**src/rtl/mem_access_stage.sv**
```systemverilog
// Pipeline MEM stage: issues loads/stores over a req/ack handshake, stalls EX while waiting, registers MEM/WB.
// Optional misaligned-access trap enabled by defining MEM_ACCESS_ALIGN_CHECK_EN.
module mem_access_stage #(
  parameter int ADDR_WIDTH     = 64,
  parameter int TIMEOUT_CYCLES = 16
) (
  input  logic                  clock,
  input  logic                  reset,
  input  logic                  ex_valid,
  input  logic [63:0]           ex_alu_result,
  input  logic [63:0]           ex_store_data,
  input  logic [4:0]            ex_rd,
  input  logic                  ex_MemRead,
  input  logic                  ex_MemWrite,
  input  logic                  ex_MemToReg,
  input  logic                  ex_RegWrite,
  output logic                  stall,
  output logic                  mem_req,
  output logic                  mem_we,
  output logic [ADDR_WIDTH-1:0] mem_addr,
  output logic [63:0]           mem_wdata,
  input  logic                  mem_ack,
  input  logic [63:0]           mem_rdata,
  output logic                  wb_valid,
  output logic                  wb_RegWrite,
  output logic [4:0]            wb_rd,
  output logic [63:0]           wb_data,
  output logic                  bus_error,
  output logic                  align_fault
);

  localparam int CNT_W = $clog2(TIMEOUT_CYCLES + 1);

  typedef enum logic {S_IDLE, S_WAIT} state_t;

  state_t           state;
  logic [CNT_W-1:0] cnt;
  logic             is_mem;
  logic             misalign;
  logic             timeout_hit;
  logic             rd_writable;

  assign is_mem      = ex_MemRead | ex_MemWrite;
  assign timeout_hit = (cnt == CNT_W'(TIMEOUT_CYCLES - 1));
  // x31 is treated as a read-only register for write-back
  assign rd_writable = (ex_rd != 5'd31);

`ifdef MEM_ACCESS_ALIGN_CHECK_EN
  assign misalign = (ex_alu_result[2:0] != 3'b000);
`else
  assign misalign = 1'b0;
`endif

  always_comb begin
    stall = 1'b0;
    case (state)
      S_IDLE: stall = ex_valid & is_mem & ~misalign;
      S_WAIT: stall = ~mem_ack & ~timeout_hit;
      default: stall = 1'b0;
    endcase
  end

  always_ff @(posedge clock) begin
    if (!reset) begin
      state       <= S_IDLE;
      cnt         <= '0;
      mem_req     <= 1'b0;
      mem_we      <= 1'b0;
      mem_addr    <= '0;
      mem_wdata   <= '0;
      wb_valid    <= 1'b0;
      wb_RegWrite <= 1'b0;
      wb_rd       <= '0;
      wb_data     <= '0;
      bus_error   <= 1'b0;
      align_fault <= 1'b0;
    end else begin
      wb_valid    <= 1'b0;
      bus_error   <= 1'b0;
      align_fault <= 1'b0;
      case (state)
        S_IDLE: begin
          if (ex_valid) begin
            if (is_mem && !misalign) begin
              mem_req   <= 1'b1;
              mem_we    <= ex_MemWrite & ~ex_MemRead;
              mem_addr  <= ex_alu_result[ADDR_WIDTH-1:0];
              mem_wdata <= ex_store_data;
              cnt       <= '0;
              state     <= S_WAIT;
            end else begin
              wb_valid <= 1'b1;
              wb_rd    <= ex_rd;
              wb_data  <= ex_alu_result;
              if (is_mem) begin
                wb_RegWrite <= 1'b0;
                align_fault <= 1'b1;
              end else begin
                wb_RegWrite <= ex_RegWrite & rd_writable;
              end
            end
          end
        end
        S_WAIT: begin
          // Ack takes priority over a simultaneous timeout
          if (mem_ack) begin
            mem_req     <= 1'b0;
            state       <= S_IDLE;
            wb_valid    <= 1'b1;
            wb_rd       <= ex_rd;
            wb_data     <= (!mem_we && ex_MemToReg) ? mem_rdata : ex_alu_result;
            wb_RegWrite <= ~mem_we & ex_RegWrite & rd_writable;
          end else if (timeout_hit) begin
            mem_req     <= 1'b0;
            state       <= S_IDLE;
            bus_error   <= 1'b1;
            wb_valid    <= 1'b1;
            wb_rd       <= ex_rd;
            wb_data     <= ex_alu_result;
            wb_RegWrite <= 1'b0;
          end else begin
            cnt <= cnt + CNT_W'(1);
          end
        end
        default: state <= S_IDLE;
      endcase
    end
  end

endmodule

```
**config.mk**
```make
export PLATFORM = sky130hd
export DESIGN_NAME = mem_access_stage
export DESIGN_NICKNAME = d
export VERILOG_FILES = /design/src/rtl/mem_access_stage.sv
export SDC_FILE = /design/constraint.sdc
export NUM_CORES = 1
export LEC_CHECK = 0
export ABC_AREA = 1
export CAP_MARGIN = 0
export CORE_AREA = 2 2 157 159
export CTS_BUF_LIST = sky130_fd_sc_hd__clkbuf_8
export CTS_CLUSTER_SIZE = 28
export DETAILED_ROUTE_END_ITERATION = 10
export DIE_AREA = 0 0 159 161
export PLACE_DENSITY = 0.72
export SKIP_LAST_GASP = 1
export SYNTH_ARGS = -nofsm -noshare
export SYNTH_HDL_FRONTEND = slang
export SYNTH_SLANG_ARGS = --single-unit
```
**constraint.sdc**
```tcl
create_clock -name clock -period 2 [get_ports clock]
set_input_delay 0.2 -clock clock [delete_from_list [all_inputs] [get_ports clock]]
set_output_delay 0.2 -clock clock [all_outputs]
set_load 0.01 [all_outputs]
```
==> results.py <==
metrics = {
    "floorplanning": {
        "die_w_um": 159,
        "core_area_um2": 23960,
        "chipHeight_um": 161,
        "std_cell_rows": 57,
        "initial_core_util_pct": 37.43,
        "io_pins": 409,
        "die-area_um2": 25600,
    },
    "synthesis": {
        "synth_edf_count": 0,
        "synth_seq_cells": 208,
        "synthCells": 1288,
        "avgSynthCellArea_um2": 6.963,
        "ys_types": 28,
        "syn_nets": 1496,
        "synth_top_family_by_area": "simple AND/OR/NAND/NOR gates",
        "synth_flop_cell": "dfxtp_1",
        "yosysMostFrequentCell": "nor2_1",
        "synth-compound-area-share_pct": 11.52,
        "synthAdderAreaFrac_pct": 0.4185,
        "synth.top_cells.by_count": "nor2_1 (339), nand2_1 (215), dfxtp_1 (208)",
        "synth_area_um2": 8969,
        "ys_top_cells_by_area": "dfxtp_1 (46%), nor2_1 (14%), nand2_1 (9.0%)",
        "synth_xor_xnor_area_share_pct": 0,
        "synth_warnings": 0,
        "yosysTopAreaCell": "dfxtp_1",
        "yosysSeqAreaShare_pct": 46.43,
        "synth_mux_area_share_pct": 0,
        "synthArstFlopShare_pct": 0,
        "yosys.area_share.simple_pct": 29.91,
        "synth_top_area_share_pct": 46.43,
    },
    "final_layout": {
        "nets": 1888,
        "n_antenna_cell": 0,
        "fin_cells": 2028,
        "drive_gt1_share_pct": 6.338,
        "syn_to_final_growth_pct": 58.83,
    },
    "drt": {
        "post_drt_wl_per_cell_um": 15.23,
        "drtIter0Drc": 521,
        "drtPass1Iterations": 6,
        "drc": 0,
        "routed_wl_mm": 30.89,
        "viasPerCell": 4.648,
        "dr_total_vias": 9426,
        "final_antenna_net_count": 0,
    },
    "placed_design": {
        "port-buffer-count": 407,
        "place_inst": 1962,
        "dpl.hpwl_mm": 21.95,
        "gp_congestion": 0.8397,
    },
    "sta": {
        "rsz0062_at_grt": "no",
        "hold_violations": 0,
        "clock_skew_ns": 0.009022,
        "tns_ns": 0,
        "whs_ns": 0.03499,
        "max_freq_mhz": 534.8,
        "slew_violations": 0,
        "setup_viol": 0,
        "timing.final.crit_share_pct": 93.49,
        "post-route-min-period_ns": 1.870,
    },
    "worst_setup_path": {
        "crit_path_max_fanout": 2,
        "arrival_ns": 1.67,
        "start_kind": "flip-flop",
        "cp.required_ns": 1.80,
        "crit_path_end_kind": "output port",
        "setup.worst_path.class": "flip-flop to output port",
    },
    "global_routing": {
        "grt_pass1_wl_mm": 48.62,
        "antenna_found_initial": 0,
        "grt_pass1_vias": 9136,
        "grtUsageTotal_pct": 23.46,
        "grt_max_degree": 69,
        "grt-ovfl-total": 0,
    },
    "power": {
        "powerDensity_nw_per_um2": 811.0,
        "p_leak_nw": 6.236,
        "peakVddDrop_mv": 0.7025,
    },
    "job": {
        "timing.max_cap.violations": 0,
    },
    "worst_hold_path": {
        "holdCritPathClass": "input pin to flip-flop",
    },
    "clock_tree": {
        "clock_sinks": 208,
        "htreeDepth": 2,
        "cts_tree": "done",
        "cts_buffers": 39,
        "cts_root_buf": "clkbuf_8",
        "insertion_delay_ns": 0.51,
        "postCtsHoldBufs": 0,
        "clkTransAtPathRegs_ns": 0.06,
        "clock_tree.buffer_depth": 3,
    },
    "run_status": {
        "status": "finished, final reports clean",
    },
}
==> worst max-delay path: stages, from the launching register on <==
cell and delay [ns]:
dfxtp_2 0.32, ha_2 0.18, nand2_2 0.08, nor2_2 0.04, ha_1 0.16, inv_1 0.08, nand3_2 0.10, nand2_2 0.09
buf_6 0.10
==> state kept, by name, summed over array words and instances (netlist names), 5 cells and up <==
| register | flops |
|---|---|
| mem_addr | 64 |
| mem_wdata | 64 |
| wb_data | 64 |
| cnt | 5 |
| wb_rd | 5 |
==> metal layers <==
layer  share of wire, %  global-route usage, %
met1                 40                  27.45
met2                 48                  40.18
met3                9.0                  7.833
met4                3.1                  8.554
met5                  0                      0
==> cells by family (layout without fill, tap and decap cells) <==
kind of cell	Yosys count	count (layout)
flops	208	208
fa+ha+maj	3	3
simple gates	635	635
other cells	1	1
buf+inv	236	652
compound gates	205	205
==> through the flow <==
stage / area, um^2 / setup slack, ns / total power [mW] / utilization [%]
2_1_floorplan: 8969 / 0.3444 / 5.880 / -
3_3_place_gp: 13400 / 0.1303 / 7.273 / 55.91
5_1_grt: 14240 / 0.01783 / 12.17 / 59.45
6_report: 14240 / 0.1303 / 11.55 / 59.45
4_1_cts: 14220 / 0.004536 / 11.70 / 59.35
3_5_place_dp: 13400 / 0.1353 / 7.315 / 55.91
==> final timing paths <==
path                             start                        to  slack, ns  cells past startpoint
setup / recovery   cnt[0]$_SDFFE_PN0P_                     stall       0.13                      8
hold reg to reg   mem_req$_SDFFE_PN0P_      mem_req$_SDFFE_PN0P_       0.45                      2
hold / removal                   reset  wb_data[10]$_SDFFE_PN0P_       0.03                      3
setup reg to reg   cnt[0]$_SDFFE_PN0P_  wb_data[45]$_SDFFE_PN0P_       0.25                     11
==> placed cells by master, fill, tap and decap left out, types with 3 or more instances in the layout <==
cell               n
nand3_1            5
clkinv_2           3
a21oi_1           71
buf_12            16
clkdlybuf4s50_1  405
nand2_2            4
nand3b_1          64
inv_1            154
dfxtp_1          206
buf_4             16
clkbuf_8          52
nand2_1          213
o21ai_0          131
nor2_1           338
==> layout make-up <==
| class | instances | area (um^2) |
|---|---|---|
| clock buffer | 52 | 715.7 |
| multi-input combinational | 844 | 3785 |
| inverter | 149 | 561.8 |
| tap | 324 | 405.4 |
| timing repair buffer | 438 | 4506 |
| fill | 2210 | 9718 |
| clock inverter | 13 | 105.1 |
| sequential | 208 | 4167 |
==> power by group <==
group          internal, mW  switching [mW]  leakage (nW)
clock                  2.56            1.77         0.456
sequential             4.51           0.188          1.72
combinational          1.35            1.18          4.06
==> what timing repair did <==
action                                  4_1_cts  5_1_grt
pin swaps                                     1        1
gates resized for setup                       6        6
endpoints found under the setup margin        1        1
buffers inserted                              0        1
cloned                                        0        0
(Power assumes the default switching activity.)
